[config.mk]
export PLATFORM = sky130hd
export DESIGN_NAME = rgb2gray
export DESIGN_NICKNAME = d
export VERILOG_FILES = /design/src/rtl/rgb2gray.sv
export SDC_FILE = /design/constraint.sdc
export NUM_CORES = 1
export LEC_CHECK = 0
export ABC_AREA = 0
export ABC_CLOCK_PERIOD_IN_PS = 4540
export CORE_MARGIN = 3
export CORE_UTILIZATION = 61
export CTS_CLUSTER_DIAMETER = 40
export DETAILED_ROUTE_END_ITERATION = 12
export PLACE_DENSITY = 0.82
export REMOVE_ABC_BUFFERS = 1
export SETUP_SLACK_MARGIN = 0.05
export SKIP_CTS_REPAIR_TIMING = 1
export SYNTH_ARGS = -nofsm -noshare
export SYNTH_HDL_FRONTEND = slang
export SYNTH_SLANG_ARGS = --single-unit
[constraint.sdc]
create_clock -name clk -period 4.54 [get_ports clk]
set_input_delay 0.454 -clock clk [delete_from_list [all_inputs] [get_ports clk]]
set_output_delay 0.454 -clock clk [all_outputs]
set_load 0.01 [all_outputs]
[src/rtl/rgb2gray.sv]
// rgb2gray: streaming RGB to gray converter with a fixed 3-cycle latency.
//
// A new pixel is accepted every cycle. There is no stall and no backpressure.
// The conversion mode is latched only on a vsync rising edge. Each pixel then
// carries its own mode down the pipeline.
//
// Pipeline stages:
//   S1 registers the inputs together with the latched mode.
//   S2 forms the weighted terms for that mode.
//   S3 sums, rounds and drives the outputs.
//
// Ports:
//   clk            sole clock, rising edge
//   rst            synchronous active-high reset
//   vid_in_active  input pixel valid
//   vid_in_data    packed pixel {R, G, B}, R in the MSBs
//   vid_in_hsync   horizontal sync, passed through
//   vid_in_vsync   vertical sync, passed through; its rising edge marks a frame
//   cfg_mode       requested mode: 0 luma, 1 average, 2 green, 3 max
//   vid_out_active vid_in_active delayed 3 cycles
//   vid_out_data   gray pixel, forced to 0 when vid_out_active is 0
//   vid_out_hsync  vid_in_hsync delayed 3 cycles
//   vid_out_vsync  vid_in_vsync delayed 3 cycles
//   mode_active    mode currently applied to newly accepted pixels
module rgb2gray #(
  parameter int VIDEO_GRAY_DATA_WIDTH = 8,
  parameter int VIDEO_RGB_DATA_WIDTH  = VIDEO_GRAY_DATA_WIDTH * 3
) (
  input  logic                             clk,
  input  logic                             rst,
  input  logic                             vid_in_active,
  input  logic [VIDEO_RGB_DATA_WIDTH-1:0]  vid_in_data,
  input  logic                             vid_in_hsync,
  input  logic                             vid_in_vsync,
  input  logic [1:0]                       cfg_mode,
  output logic                             vid_out_active,
  output logic [VIDEO_GRAY_DATA_WIDTH-1:0] vid_out_data,
  output logic                             vid_out_hsync,
  output logic                             vid_out_vsync,
  output logic [1:0]                       mode_active
);

  localparam int W  = VIDEO_GRAY_DATA_WIDTH;
  // The largest luma sum is 256*(2^W-1)+128, which stays below 2^(W+8).
  localparam int IW = W + 10;

  localparam logic [1:0] MODE_LUMA  = 2'd0;
  localparam logic [1:0] MODE_AVG   = 2'd1;
  localparam logic [1:0] MODE_GREEN = 2'd2;

  localparam logic [IW-1:0] K_R = IW'(77);
  localparam logic [IW-1:0] K_G = IW'(150);
  localparam logic [IW-1:0] K_B = IW'(29);

  logic [1:0]   mode_r;
  logic         vs_d;

  logic         s1_active, s1_hsync, s1_vsync;
  logic [1:0]   s1_mode;
  logic [W-1:0] s1_r, s1_g, s1_b;

  logic          s2_active, s2_hsync, s2_vsync;
  logic [1:0]    s2_mode;
  logic [IW-1:0] s2_t0, s2_t1, s2_t2;

  logic [W-1:0]  max_rg, max_rgb;
  logic [IW-1:0] t0, t1, t2;
  logic [IW-1:0] sum, sum_luma, sum_avg;
  logic [W-1:0]  gray;

  assign mode_active = mode_r;

  // Mode latch. The pixel sampled in the same cycle as the vsync edge still
  // captures the old mode_r into S1.
  always_ff @(posedge clk) begin
    if (rst) begin
      mode_r <= 2'd0;
      vs_d   <= 1'b0;
    end else begin
      vs_d <= vid_in_vsync;
      if (vid_in_vsync && !vs_d) begin
        mode_r <= cfg_mode;
      end
    end
  end

  // S1: capture the inputs and the mode that applies to this pixel.
  always_ff @(posedge clk) begin
    if (rst) begin
      s1_active <= 1'b0;
      s1_hsync  <= 1'b0;
      s1_vsync  <= 1'b0;
      s1_mode   <= 2'd0;
      s1_r      <= '0;
      s1_g      <= '0;
      s1_b      <= '0;
    end else begin
      s1_active <= vid_in_active;
      s1_hsync  <= vid_in_hsync;
      s1_vsync  <= vid_in_vsync;
      s1_mode   <= mode_r;
      s1_r      <= vid_in_data[3*W-1:2*W];
      s1_g      <= vid_in_data[2*W-1:W];
      s1_b      <= vid_in_data[W-1:0];
    end
  end

  // Weighted terms. Modes 2 and 3 place their result in t0 only, so that S3
  // can pass t0 straight through.
  always_comb begin
    max_rg  = (s1_r > s1_g) ? s1_r : s1_g;
    max_rgb = (max_rg > s1_b) ? max_rg : s1_b;
    t0 = '0;
    t1 = '0;
    t2 = '0;
    case (s1_mode)
      MODE_LUMA: begin
        t0 = IW'(s1_r) * K_R;
        t1 = IW'(s1_g) * K_G;
        t2 = IW'(s1_b) * K_B;
      end
      MODE_AVG: begin
        t0 = IW'(s1_r);
        t1 = IW'(s1_g) << 1;
        t2 = IW'(s1_b);
      end
      MODE_GREEN: t0 = IW'(s1_g);
      default:    t0 = IW'(max_rgb);
    endcase
  end

  // S2: register the weighted terms.
  always_ff @(posedge clk) begin
    if (rst) begin
      s2_active <= 1'b0;
      s2_hsync  <= 1'b0;
      s2_vsync  <= 1'b0;
      s2_mode   <= 2'd0;
      s2_t0     <= '0;
      s2_t1     <= '0;
      s2_t2     <= '0;
    end else begin
      s2_active <= s1_active;
      s2_hsync  <= s1_hsync;
      s2_vsync  <= s1_vsync;
      s2_mode   <= s1_mode;
      s2_t0     <= t0;
      s2_t1     <= t1;
      s2_t2     <= t2;
    end
  end

  // Sum and round. Both rounded results already fit in W bits.
  always_comb begin
    sum      = s2_t0 + s2_t1 + s2_t2;
    sum_luma = sum + IW'(128);
    sum_avg  = sum + IW'(2);
    case (s2_mode)
      MODE_LUMA: gray = W'(sum_luma >> 8);
      MODE_AVG:  gray = W'(sum_avg >> 2);
      default:   gray = W'(s2_t0);
    endcase
  end

  // S3: drive the outputs. Data is blanked whenever the pixel is not active.
  always_ff @(posedge clk) begin
    if (rst) begin
      vid_out_active <= 1'b0;
      vid_out_hsync  <= 1'b0;
      vid_out_vsync  <= 1'b0;
      vid_out_data   <= '0;
    end else begin
      vid_out_active <= s2_active;
      vid_out_hsync  <= s2_hsync;
      vid_out_vsync  <= s2_vsync;
      vid_out_data   <= s2_active ? gray : '0;
    end
  end

endmodule
==> impl_metrics.py, run 1 <==
metrics = {
    "outcome": {
        "outcome": "complete, no violations",
    },
    "final_layout": {
        "final_design_area_no_fill_um2": 8010,
        "fin_util": 0.720,
        "nFillCells": 861,
        "synthToLayoutAreaGrowth_pct": 12.6,
        "layout-drive-gt1-share": 0.0523,
        "diodes": 0,
        "final_common_cell": "ha_1",
        "final_cell_mix": "ha_1 (131), inv_1 (93), dfxtp_1 (89)",
        "nets": 1019,
    },
    "sta": {
        "slew_headroom": 0.349,
        "post-route-min-period_ps": 4170,
        "finalHoldViolations": 0,
        "fmax_ghz": 0.240,
        "setup_viol": 0,
        "fin_tns_setup_ps": 0,
        "tightest_slew_ps": 964,
        "fin_worst_skew_ps": 6.11,
        "rsz0062_at_grt": "false",
        "whs_ps": 438,
        "slew_violations": 0,
        "period_share": 0.918,
    },
    "synthesis": {
        "seq_area_frac_synth": 0.253,
        "synth_area_um2": 7120,
        "synthFlopType": "dfxtp_1",
        "yosys_warnings": 0,
        "synth_enable_flop_cells": 0,
        "synthCells": 774,
        "yosysUniqueCellTypes": 51,
        "ys_ff_latch": 90,
        "synthArstFlopShare": 0,
        "postSynthAreaPerCell_um2": 9.19,
    },
    "critical_path": {
        "slowest_delay_ps": 430,
        "cp_max_fo": 10,
        "crit_cells": 20,
        "arrival_ps": 4460,
        "path_cells": "inv_1 -> ha_1 -> nor2b_1 -> o21a_1 -> o21a_1 -> o21ai_0 -> a21oi_1 -> o31ai_1 -> buf_4 -> mux2_2 -> ha_1 -> nand3_1 -> o22ai_1 -> nor2_1 -> o21ai_0 -> nand2_1 -> nand3_2 -> nor2_1 -> nor3_1 -> o31a_1",
        "cpMaxStageDelayCell": "dfxtp_2",
        "cp-start-kind": "flip-flop",
        "r2r_cells": 20,
        "reg2reg_from": "s1_g[1]",
        "cp-end-kind": "flip-flop",
        "endpoint": "s2_t0[5]",
        "r2r-end": "s2_t0[5]",
        "crit_type": "flip-flop to flip-flop",
        "path_delay_family": "compound AO/OA/AOI/OAI gates",
        "setup.worst_path.start": "s1_g[1]",
        "critPathRequiredTime_ps": 4830,
        "reg2reg_slack_ps": 370,
        "crit_buf_inv": 2,
    },
    "clocking": {
        "cts_buffer_depth": 2,
        "cts_tree": "built",
        "clockRootBuffer": "clkbuf_16",
        "cts.sinks": 90,
        "cts_buffers": 9,
        "clk_latency_ps": 350,
        "cts-htree-levels": 3,
        "cts.reportedPaths.clkPinSlew_ps": 70,
    },
    "route": {
        "routed_wl_mm": 15.5,
        "drt_pass1_iterations": 4,
        "antenna_left": 0,
        "vias_per_cell": 5.70,
        "drt_iter0_markers": 213,
        "drt-wirelength-per-cell_um": 16.1,
        "dr_total_vias": 5481,
        "remaining_drc_errors": 0,
    },
    "global_routing": {
        "grt_overflow_total": 0,
        "grt_max_degree": 51,
        "antenna_found_initial": 0,
        "grt_pass1_vias": 5694,
        "grt_use_total": 0.251,
        "grt_pass1_wl_mm": 25.9,
    },
    "floorplan": {
        "rows": 38,
        "die-area_um2": 13000,
        "initial_core_util": 0.640,
        "io_pins": 44,
        "dieWidth_um": 114,
        "coreArea_um2": 11100,
        "die_h_um": 114,
    },
    "placed_design": {
        "place_area_um2": 7710,
        "gp_routability_congestion": 0.896,
        "dp_hpwl_mm": 12.2,
        "portBuffers": 43,
    },
    "pwr": {
        "power_density_nw_per_um2": 379,
        "power.total_mw": 3.04,
        "p_leak_nw": 3.92,
        "ir_drop_v": 0.000258,
    },
    "flow_run": {
        "cap_violations": 0,
    },
    "worst_hold_path": {
        "hold_class": "flip-flop to flip-flop",
    },
}
-- layout make-up --
type / instances / area [um2] / share of cell area
multi-input combinational: 572 / 4900 / 0.611
clock inverter: 5 / 63.8 / 0.00797
timing repair buffer: 52 / 493 / 0.0615
inverter: 93 / 349 / 0.0436
clock buffer: 10 / 229 / 0.0286
tap: 140 / 175 / 0.0219
sequential: 90 / 1800 / 0.225
-- synth_stat cells (2+ instances only) --
cell / number / share of area
ha_1: 131 / 0.23
inv_1: 93 / 0.049
dfxtp_1: 90 / 0.25
nor2_1: 72 / 0.038
nor2b_1: 45 / 0.040
a21oi_1: 42 / 0.030
fa_1: 39 / 0.11
o21ai_0: 28 / 0.020
nand2_1: 27 / 0.014
xnor2_1: 24 / 0.030
a21o_1: 17 / 0.018
clkbuf_1: 17 / 0.0090
xor2_1: 16 / 0.020
nor3_1: 13 / 0.0091
mux2i_1: 12 / 0.017
nand2b_1: 11 / 0.0097
nand3_1: 9 / 0.0063
mux2_2: 7 / 0.011
o22ai_1: 7 / 0.0062
a31oi_1: 6 / 0.0053
and2_1: 6 / 0.0053
o21a_1: 6 / 0.0063
o31a_1: 6 / 0.0074
a211oi_1: 4 / 0.0042
nand4_1: 4 / 0.0035
or2_2: 4 / 0.0035
or3_1: 4 / 0.0035
and3_1: 3 / 0.0026
nor3b_1: 3 / 0.0032
o21bai_1: 3 / 0.0032
a2111oi_2: 2 / 0.0042
a31o_2: 2 / 0.0025
nand3b_1: 2 / 0.0021
o211ai_1: 2 / 0.0021
-- kinds of logic (layout without fill, tap and decap cells) --
group | count (synthesis) | in the layout | share of synthesized area
fa+ha+maj | 170 | 170 | 0.340
xor+xnor | 40 | 40 | 0.0492
flops | 90 | 90 | 0.253
compound gates | 137 | 137 | 0.126
buf+inv | 112 | 160 | 0.0593
mux | 19 | 19 | 0.0280
simple gates | 206 | 206 | 0.145
-- per-stage QoR --
stage / cells / setup WS [ps]
finish: 962 / 370
global route: 962 / 121
CTS: 962 / 268
detailed placement: 947 / 383
global placement: 947 / 563
floorplan: 755 / 321
-- worst min path at each step --
stage          startpoint             to  slack (ps)  cells past startpoint
2_1_floorplan   s1_active      s2_active         410                      1
3_3_place_gp     s2_hsync  vid_out_hsync         420                      1
3_5_place_dp     s2_hsync  vid_out_hsync         430                      1
4_1_cts         s1_active      s2_active         440                      1
5_1_grt         s1_active      s2_active         460                      1
6_report        s1_active      s2_active         440                      1
-- where the power goes --
group,switching (mW),internal [mW]
clock network,0.321,0.427
logic,0.752,0.599
registers,0.0707,0.869
total,1.14,1.90
-- worst register-to-register path, cell delays in order (launching register included) --
cell and delay [ps]:
dfxtp_2 430, inv_1 70, ha_1 290, nor2b_1 140
o21a_1 160, o21a_1 160, o21ai_0 150, a21oi_1 90
o31ai_1 310, buf_4 240, mux2_2 360, ha_1 300
nand3_1 120, o22ai_1 220, nor2_1 60, o21ai_0 140
nand2_1 230, nand3_2 220, nor2_1 80, nor3_1 200
o31a_1 160
-- state kept, by name, indices dropped and copies added (netlist names), 2 cells and up --
register and flops:
s1_b 8, mode_active 2, s1_g 8, s2_t2 13
vid_out_data 8, s2_t1 15, s1_r 8, s2_t0 15
s1_mode 2, s2_mode 2
-- layer usage --
| layer | up-vias | wire length, um | GRT usage |
|---|---|---|---|
| met5 | - | 0 | 0 |
| met4 | 0 | 384 | 0.0966 |
| met3 | 35 | 715 | 0.0414 |
| met2 | 135 | 7940 | 0.458 |
| met1 | 2606 | 6490 | 0.293 |
| li1 | 2705 | - | - |
Power figures use the tool's default switching activity.
==> run 2, diff against run 1 <==
SLEW_MARGIN = 20   (was default)
==> impl_metrics.py, run 2 (synthesized netlist as in run 1, its figures left out) <==
metrics = {
    "critical_path": {
        "cp_max_fo": 10,
        "cpMaxStageDelayCell": "dfxtp_2",
        "crit_buf_inv": 2,
        "slowest_delay_ps": 430,
        "path_delay_family": "compound AO/OA/AOI/OAI gates",
        "arrival_ps": 4460,
        "critPathRequiredTime_ps": 4830,
        "path_cells": "inv_1 -> ha_1 -> nor2b_1 -> o21a_1 -> o21a_1 -> o21ai_0 -> a21oi_1 -> o31ai_1 -> buf_4 -> mux2_2 -> ha_1 -> nand3_1 -> o22ai_1 -> nor2_1 -> o21ai_0 -> nand2_1 -> nand3_2 -> nor2_1 -> nor3_1 -> o31a_1",
        "cp-start-kind": "flip-flop",
        "crit_type": "flip-flop to flip-flop",
        "cp-end-kind": "flip-flop",
    },
    "floorplan": {
        "dieWidth_um": 114,
        "die-area_um2": 13000,
        "rows": 38,
        "initial_core_util": 0.640,
        "coreArea_um2": 11100,
        "die_h_um": 114,
        "io_pins": 44,
    },
    "global_routing": {
        "grt_pass1_vias": 5694,
        "grt_max_degree": 51,
        "grt_use_total": 0.251,
        "grt_pass1_wl_mm": 25.9,
        "antenna_found_initial": 0,
        "grt_overflow_total": 0,
    },
    "route": {
        "remaining_drc_errors": 0,
        "antenna_left": 0,
        "drt-wirelength-per-cell_um": 16.2,
        "vias_per_cell": 5.69,
        "routed_wl_mm": 15.5,
        "drt_iter0_markers": 212,
        "drt_pass1_iterations": 4,
        "dr_total_vias": 5476,
    },
    "clocking": {
        "cts_buffer_depth": 2,
        "cts-htree-levels": 3,
        "clk_latency_ps": 350,
        "cts_tree": "built",
        "cts_buffers": 9,
        "clockRootBuffer": "clkbuf_16",
        "cts.reportedPaths.clkPinSlew_ps": 70,
        "cts.sinks": 90,
    },
    "final_layout": {
        "multi_input_area_um2": 4900,
        "diodes": 0,
        "final_cell_mix": "ha_1 (131), inv_1 (93), dfxtp_1 (89)",
        "final_common_cell": "ha_1",
        "nets": 1019,
        "reg.largest.list": "s2_t0: 15 flops, s2_t1: 15 flops, s2_t2: 13 flops",
        "nFillCells": 861,
        "synthToLayoutAreaGrowth_pct": 12.6,
        "stdcell_count": 962,
        "layout-drive-gt1-share": 0.0523,
        "seq_area_um2": 1800,
        "fin_util": 0.720,
        "final_design_area_no_fill_um2": 8010,
    },
    "sta": {
        "slew_violations": 0,
        "post-route-min-period_ps": 4170,
        "whs_ps": 438,
        "rsz0062_at_grt": "false",
        "slew_headroom": 0.354,
        "fin_worst_skew_ps": 6.11,
        "period_share": 0.918,
        "setup_viol": 0,
        "fmax_ghz": 0.240,
        "finalHoldViolations": 0,
        "fin_tns_setup_ps": 0,
        "tightest_slew_ps": 968,
    },
    "pwr": {
        "power_density_nw_per_um2": 380,
        "ir_drop_v": 0.000257,
        "p_leak_nw": 3.92,
    },
    "flow_run": {
        "cap_violations": 0,
    },
    "placed_design": {
        "dp.cells": 947,
        "dp_hpwl_mm": 12.2,
        "place_area_um2": 7710,
        "portBuffers": 43,
        "gp_routability_congestion": 0.896,
    },
    "worst_hold_path": {
        "hold_class": "flip-flop to flip-flop",
    },
    "outcome": {
        "outcome": "complete, no violations",
    },
}
## run 2: where the power goes
group | switching, mW | leakage [nW] | internal [mW]
clock network | 0.321 | 0.133 | 0.427
registers | 0.0707 | 0.743 | 0.869
logic | 0.755 | 3.04 | 0.600
total | 1.15 | 3.92 | 1.90
## run 2: worst paths after layout
path / cells after the start / from / slack (ps) / end
worst min-delay path: 1 / s1_active / 440 / s2_active
worst min register to register: 1 / s1_active / 440 / s2_active
worst max register to register: 20 / s1_g[1] / 370 / s2_t0[5]
worst max-delay path: 20 / s1_g[1] / 370 / s2_t0[5]
## run 2: area by class of cell
| cell class | count | area share |
|---|---|---|
| Timing Repair Buffer | 52 | 0.0615 |
| Sequential cell | 90 | 0.225 |
| Clock inverter | 5 | 0.00797 |
| Multi-Input combinational cell | 572 | 0.611 |
| Clock buffer | 10 | 0.0286 |
| Tap cell | 140 | 0.0219 |
| Inverter | 93 | 0.0436 |
## run 2: worst register-to-register path, cell delays in order (launching register included)
cell and delay, ps:
dfxtp_2 430, inv_1 70, ha_1 290, nor2b_1 140, o21a_1 160, o21a_1 160, o21ai_0 150, a21oi_1 90
o31ai_1 310, buf_4 240, mux2_2 360, ha_1 300, nand3_1 120, o22ai_1 220, nor2_1 60, o21ai_0 140
nand2_1 230, nand3_2 220, nor2_1 80, nor3_1 200, o31a_1 160
## run 2: metrics by stage
| stage | setup WS, ps | total power, mW |
|---|---|---|
| 2_1_floorplan | 321 | 1.95 |
| 3_3_place_gp | 563 | 2.23 |
| 3_5_place_dp | 383 | 2.28 |
| 4_1_cts | 268 | 3.04 |
| 5_1_grt | 121 | 3.26 |
| 6_report | 371 | 3.04 |
## run 2: per-layer routing
metal	up-vias	GRT usage	share of wire
met5	-	0	0
met4	0	0.0966	0.025
met3	35	0.0414	0.046
met2	131	0.458	0.51
met1	2606	0.293	0.42
li1	2704	-	-
